**src/rtl/seg_stream_rx.sv**
```systemverilog
// seg_stream_rx: receiver/decoder for the serial 7-segment display stream
// (DS data, shift clock, STCLK latch strobe, 16-bit 595-style frame).
// Frame = {digit-select one-hot byte, active-low segment byte}, bit 0 first.
// Optional macro SEGRX_STALE_EN: per-digit age counters that drop dvalid
// after STALE_CYCLES clk cycles without a refresh.
// Pipeline: sync -> edge detect -> latch reg -> check reg -> outputs,
// giving SYNC_STAGES+2 clk edges from first stclk sample to frame_stb.

module seg_stream_rx #(
  parameter int SYNC_STAGES  = 2,
  parameter int STALE_CYCLES = 1_000_000
) (
  input  logic        clk,
  input  logic        rst_n,
  input  logic        sclk_in,
  input  logic        ds_in,
  input  logic        stclk_in,
  output logic [31:0] dsq,
  output logic [7:0]  dvalid,
  output logic        frame_stb,
  output logic        err_stb,
  output logic [1:0]  err_code,
  output logic [15:0] frame_cnt,
  output logic [15:0] err_cnt
);

  generate
    if (SYNC_STAGES < 2) begin : g_bad_sync
      $error("SYNC_STAGES must be at least 2");
    end
    if (STALE_CYCLES < 1) begin : g_bad_stale
      $error("STALE_CYCLES must be at least 1");
    end
  endgenerate

  localparam logic [1:0] CODE_NONE = 2'd0;
  localparam logic [1:0] CODE_LEN  = 2'd1;
  localparam logic [1:0] CODE_POS  = 2'd2;
  localparam logic [1:0] CODE_PAT  = 2'd3;

  logic [SYNC_STAGES-1:0] sclk_sync, ds_sync, st_sync;
  logic                   sclk_prev, st_prev;
  logic                   sclk_s, ds_s, st_s;
  logic                   sclk_rise, st_rise;

  logic [15:0] sr;
  logic [4:0]  bit_cnt;

  logic        lat_vld;
  logic [15:0] lat_sr;
  logic [4:0]  lat_cnt;

  logic [7:0]  sel_byte, seg_byte;
  logic        sel_onehot, seg_ok;
  logic [3:0]  seg_val;
  logic [2:0]  sel_idx;
  logic [1:0]  code_c;

  logic        chk_vld;
  logic [1:0]  chk_code;
  logic [2:0]  chk_idx;
  logic [3:0]  chk_val;

  logic        acc;
  logic [7:0]  acc_mask;
  logic [7:0]  stale_mask;

  assign sclk_s    = sclk_sync[SYNC_STAGES-1];
  assign ds_s      = ds_sync[SYNC_STAGES-1];
  assign st_s      = st_sync[SYNC_STAGES-1];
  assign sclk_rise = sclk_s & ~sclk_prev;
  assign st_rise   = st_s & ~st_prev;

  // Input synchronisers and previous-sample registers; idle-high at reset so
  // lines that are high out of reset do not look like a rising edge.
  always_ff @(posedge clk or negedge rst_n) begin
    if (!rst_n) begin
      sclk_sync <= '1;
      ds_sync   <= '1;
      st_sync   <= '1;
      sclk_prev <= 1'b1;
      st_prev   <= 1'b1;
    end else begin
      sclk_sync <= {sclk_sync[SYNC_STAGES-2:0], sclk_in};
      ds_sync   <= {ds_sync[SYNC_STAGES-2:0], ds_in};
      st_sync   <= {st_sync[SYNC_STAGES-2:0], stclk_in};
      sclk_prev <= sclk_s;
      st_prev   <= st_s;
    end
  end

  // Shift register and saturating bit counter; a latch coinciding with a
  // shift restarts the count at 1 because that shift belongs to the next frame.
  always_ff @(posedge clk or negedge rst_n) begin
    if (!rst_n) begin
      sr      <= '0;
      bit_cnt <= '0;
    end else begin
      if (sclk_rise) sr <= {ds_s, sr[15:1]};
      if (st_rise)
        bit_cnt <= sclk_rise ? 5'd1 : 5'd0;
      else if (sclk_rise && bit_cnt != 5'd31)
        bit_cnt <= bit_cnt + 5'd1;
    end
  end

  // Frame register: captures the pre-shift contents on a latch strobe.
  always_ff @(posedge clk or negedge rst_n) begin
    if (!rst_n) begin
      lat_vld <= 1'b0;
      lat_sr  <= '0;
      lat_cnt <= '0;
    end else begin
      lat_vld <= st_rise;
      if (st_rise) begin
        lat_sr  <= sr;
        lat_cnt <= bit_cnt;
      end
    end
  end

  // Frame validation and segment decode, in rejection priority order.
  always_comb begin
    sel_byte   = lat_sr[15:8];
    seg_byte   = lat_sr[7:0];
    sel_onehot = (sel_byte != 8'h00) && ((sel_byte & (sel_byte - 8'd1)) == 8'h00);
    sel_idx    = 3'd0;
    for (int i = 0; i < 8; i++) begin
      if (sel_byte[i]) sel_idx = 3'(7 - i);
    end
    seg_ok  = 1'b1;
    seg_val = 4'h0;
    case (seg_byte)
      8'h03: seg_val = 4'h0;
      8'h9F: seg_val = 4'h1;
      8'h25: seg_val = 4'h2;
      8'h0D: seg_val = 4'h3;
      8'h99: seg_val = 4'h4;
      8'h49: seg_val = 4'h5;
      8'h41: seg_val = 4'h6;
      8'h1F: seg_val = 4'h7;
      8'h01: seg_val = 4'h8;
      8'h09: seg_val = 4'h9;
      8'h11: seg_val = 4'hA;
      8'hC1: seg_val = 4'hB;
      8'h63: seg_val = 4'hC;
      8'h85: seg_val = 4'hD;
      8'h61: seg_val = 4'hE;
      8'h71: seg_val = 4'hF;
      default: seg_ok = 1'b0;
    endcase
    if (lat_cnt != 5'd16)  code_c = CODE_LEN;
    else if (!sel_onehot)  code_c = CODE_POS;
    else if (!seg_ok)      code_c = CODE_PAT;
    else                   code_c = CODE_NONE;
  end

  // Check stage register.
  always_ff @(posedge clk or negedge rst_n) begin
    if (!rst_n) begin
      chk_vld  <= 1'b0;
      chk_code <= CODE_NONE;
      chk_idx  <= '0;
      chk_val  <= '0;
    end else begin
      chk_vld  <= lat_vld;
      chk_code <= code_c;
      chk_idx  <= sel_idx;
      chk_val  <= seg_val;
    end
  end

  assign acc = chk_vld && (chk_code == CODE_NONE);

  // One-hot mask of the digit being refreshed this cycle.
  always_comb begin
    acc_mask = '0;
    if (acc) acc_mask[chk_idx] = 1'b1;
  end

`ifdef SEGRX_STALE_EN
  localparam int AGE_W = $clog2(STALE_CYCLES + 1);
  localparam logic [AGE_W-1:0] AGE_MAX = AGE_W'(STALE_CYCLES);

  logic [AGE_W-1:0] age [8];

  // Per-digit age: cleared on refresh, otherwise counts up to AGE_MAX.
  always_ff @(posedge clk or negedge rst_n) begin
    if (!rst_n) begin
      for (int i = 0; i < 8; i++) age[i] <= '0;
    end else begin
      for (int i = 0; i < 8; i++) begin
        if (acc_mask[i])          age[i] <= '0;
        else if (age[i] != AGE_MAX) age[i] <= age[i] + 1'b1;
      end
    end
  end

  // A digit goes stale on the edge where its age reaches AGE_MAX.
  always_comb begin
    stale_mask = '0;
    for (int i = 0; i < 8; i++) stale_mask[i] = (age[i] >= AGE_MAX - 1'b1);
  end
`else
  assign stale_mask = '0;
`endif

  // Output stage: display word, valid bits, strobes, status and counters.
  always_ff @(posedge clk or negedge rst_n) begin
    if (!rst_n) begin
      dsq       <= '0;
      dvalid    <= '0;
      frame_stb <= 1'b0;
      err_stb   <= 1'b0;
      err_code  <= CODE_NONE;
      frame_cnt <= '0;
      err_cnt   <= '0;
    end else begin
      frame_stb <= acc;
      err_stb   <= chk_vld && (chk_code != CODE_NONE);
      dvalid    <= (dvalid & ~stale_mask) | acc_mask;
      if (acc) begin
        dsq[4*chk_idx +: 4] <= chk_val;
        frame_cnt <= frame_cnt + 16'd1;
      end else if (chk_vld) begin
        err_code <= chk_code;
        if (err_cnt != 16'hFFFF) err_cnt <= err_cnt + 16'd1;
      end
    end
  end

endmodule

```
**config.mk**
```make
export PLATFORM = sky130hd
export DESIGN_NAME = seg_stream_rx
export DESIGN_NICKNAME = d
export VERILOG_FILES = /design/src/rtl/seg_stream_rx.sv
export SDC_FILE = /design/constraint.sdc
export NUM_CORES = 1
export LEC_CHECK = 0
export CAP_MARGIN = 30
export CORE_UTILIZATION = 55
export DETAILED_ROUTE_END_ITERATION = 10
export PLACE_DENSITY_LB_ADDON = 0.12
export SYNTH_ARGS = -nofsm -noshare
export SYNTH_HDL_FRONTEND = slang
export SYNTH_SLANG_ARGS = --single-unit
```
**constraint.sdc**
```tcl
create_clock -name clk -period 2.35 [get_ports clk]
set_input_delay 0.47 -clock clk [delete_from_list [all_inputs] [get_ports clk]]
set_output_delay 0.47 -clock clk [all_outputs]
set_load 0.03 [all_outputs]
```
==> results.md <==
* Mean Syn Cell Area at 11.62 sq um
* Fin crit period at 2.171 ns
* First-pass DRT Iterations at 4
* Critical-path top delay cell: clkdlybuf4s50_1
* Remaining DRCs at 0
* Worst path required time at 1.88 ns
* Outcome: completed
* Hpwl dp at 7.851 mm
* Crit path largest cell delay at 0.72 ns
* Starting Density at 56.82%
* Mapped Nets at 521
* Placement Cell Area at 0.006862 sq mm
* Sequential element share of the synthesized area at 58.36%
* Yosys warning count at 0
* Io pins at 81
* Final setup margin at 0.1790 ns
* Least-Margin Pin Slew at 0.6038 ns
* CTS tree: yes
* Hold crit path type: reg -> reg
* Final number of hold-violating endpoints at 0
* Leakage at 3.325 nW
* EDFF count, synth at 0
* Commonest non-fill, non-tap cells in the layout: dfrtp_1, clkdlybuf4s50_1, nand2_1, mux2_2, nand3_1
* WL per Instance at 15.06 um
* CP cell instances: clkdlybuf4s50_1
* Setup TNS at 0 ns
* Chip height at 105.5 um
* Final Util at 71.50%
* Unrepaired setup endpoints after global routing: false
* Post-synthesis cell count at 507
* CP Data Arrival Time at 1.70 ns
* Hold path depth at 0
* Final ANT Viol Nets at 0
* Netlist Area Pre-Place at 0.005892 sq mm
* Place WS at 0.2310 ns
* Period utilization at 92.38%
* Seq cells post-synth at 137
* Clk root buf: clkbuf_8
* Levels on crit path at 1
* Row count at 37
* Final total power at 6.870 mW
* Top cell type by total area after synthesis: dfrtp_1
* Antenna Cells at 0
* Final-stage net count at 612
* Most common cell after layout, fill and taps aside: dfrtp_1
* CP top delay family: buffers and inverters
* Area growth, synth to finish at 25.84%
* Core area at 0.01037 sq mm
* Top_reg_cell synth: dfrtp_1
* CTS sink cnt at 137
* Max cap viols at 0
* Worst-Skew Late Latency at 0.51 ns
* Share of cells above drive strength 1 at 16.86%
* Gr ovfl total at 0
* DR vias at 4110
* Final setup viols at 0
* Post-synth top area share at 54.79%
* Initial antenna violation count at 0
* Routability cong. at 0.9054
* H-tree depth at 4
* Pin count of the biggest net entering global routing at 66
* Power density over the cells at 926.5 mW/mm^2
* Fin. max-slew vios at 0
* CTS Buf Count at 17
* Largest cells by area after synthesis: dfrtp_1, mux2_2, dfstp_2
* Crit-path max FO at 6
* Rel. slew slack at 59.75%
* Vias/cell at 5.502
* Post-route cell area at 0.007415 sq mm
* Gr usage total at 21.90%
* CTS clock-pin slew for the worst setup and hold paths at 0.06 ns
* Global-route wire length before repair at 19.22 mm
* Synth unique cells at 53
* Die area at 0.01113 sq mm
* Die width at 105.5 um
* DRT iter0 DRCs at 208
* Crit start category: flop
* CTS max path bufs at 2
* Port bufs at 80
* Setup Skew at 0.01106 ns
* Post-synth ARST share at 100.0%
* Number of global-route vias before repair at 4047
* CP bufs+invs at 1
* Routed WL at 11.25 mm
* R2R depth at 6
* Worst Path Class, Setup: reg -> out
* Setup crit end kind: output port
* VDD IR max at 0.5025 mV
* FMAX at 0.4606 GHz
==> sequential cells by signal, summed over array words and instances (netlist names) <==
signal and flops:
lat_cnt 5, chk_vld 1, err_cnt 16, dsq 32
chk_code 2, lat_vld 1, dvalid 8, frame_stb 1
frame_cnt 16, sr 16, err_code 2, sclk_sync 2
ds_sync 2, sclk_prev 1, st_sync 2, st_prev 1
chk_idx 3, lat_sr 16, chk_val 4, err_stb 1
bit_cnt 5
==> what timing repair did <==
item / 4_1_cts / 5_1_grt
setup buffers: 0 / 0
gates resized for setup: 0 / 0
endpoints found under the hold margin: 60 / 0
setup endpoints to repair: 0 / 0
hold buffers: 1 / 0
==> metal layers <==
metal  vias up  wire (um)  track usage [%]
li1       1961          -                -
met1      2045       4930            28.11
met2        93       5740            36.89
met3        11        453            4.947
met4         0        122            7.440
met5         -          0                0
==> path summary, 6_finish.rpt <==
| path | from | to | slack, ns |
|---|---|---|---|
| max in group asynchronous | rst_n | ds_sync[0] | 1.13 |
| min | lat_vld | chk_vld | 0.35 |
| min reg2reg | lat_vld | chk_vld | 0.35 |
| min in group asynchronous | rst_n | dsq[26] | 0.51 |
| max | err_cnt[2] | err_cnt[2] | 0.18 |
| max reg2reg | chk_idx[1] | dsq[3] | 0.22 |
==> metrics by stage <==
stage	instances	hold slack (ns)
after floorplan	507	0.1744
after global placement	714	0.3316
after detailed placement	714	0.3347
after CTS	747	0.3492
after global routing	747	0.3527
final	747	0.3488
==> Yosys cell counts (3+ instances only) <==
| cell type | instances |
|---|---|
| or3_1 | 3 |
| dfrtp_1 | 129 |
| inv_1 | 20 |
| buf_2 | 9 |
| dfstp_2 | 8 |
| and3_1 | 8 |
| xor2_1 | 9 |
| o21bai_1 | 3 |
| a21oi_1 | 12 |
| xnor2_1 | 21 |
| nor2b_1 | 5 |
| mux2_2 | 40 |
| a41o_1 | 3 |
| a31o_2 | 3 |
| nand3_1 | 30 |
| nor3b_1 | 3 |
| mux2_1 | 4 |
| a21o_1 | 4 |
| ha_1 | 9 |
| clkbuf_1 | 6 |
| nand4_1 | 10 |
| nor4_1 | 4 |
| mux2i_1 | 8 |
| nand2_1 | 55 |
| nand4b_1 | 3 |
| o21ai_0 | 29 |
| a211oi_1 | 3 |
| nor2_1 | 29 |
| a41oi_1 | 3 |
| nor3_1 | 5 |
==> layout make-up <==
type / count / area, sq um
Tap cell: 136 / 170.2
Sequential cell: 137 / 3438
Timing Repair Buffer: 91 / 899.6
Clock buffer: 19 / 421.7
Fill cell: 738 / 2955
Inverter: 21 / 80.08
Multi-Input combinational cell: 330 / 2283
Clock inverter: 13 / 121.4
==> kinds of logic (layout without fill, tap and decap cells) <==
family | Yosys count | count (layout) | synth area share [%]
compound gates | 68 | 68 | 7.454
xor+xnor | 30 | 30 | 4.460
fa+ha+maj | 9 | 9 | 1.911
buf+inv | 40 | 144 | 2.930
flops | 137 | 137 | 58.36
mux | 52 | 52 | 9.768
simple gates | 171 | 171 | 15.12
==> report_power, final <==
group | internal (mW) | leakage (nW) | switching, mW | total, mW
Combinational | 0.603 | 1.26 | 0.722 | 1.32
Clock | 1.41 | 0.251 | 0.990 | 2.40
Sequential | 2.69 | 1.81 | 0.457 | 3.15
Note: power is estimated with default switching activity, not from simulation.
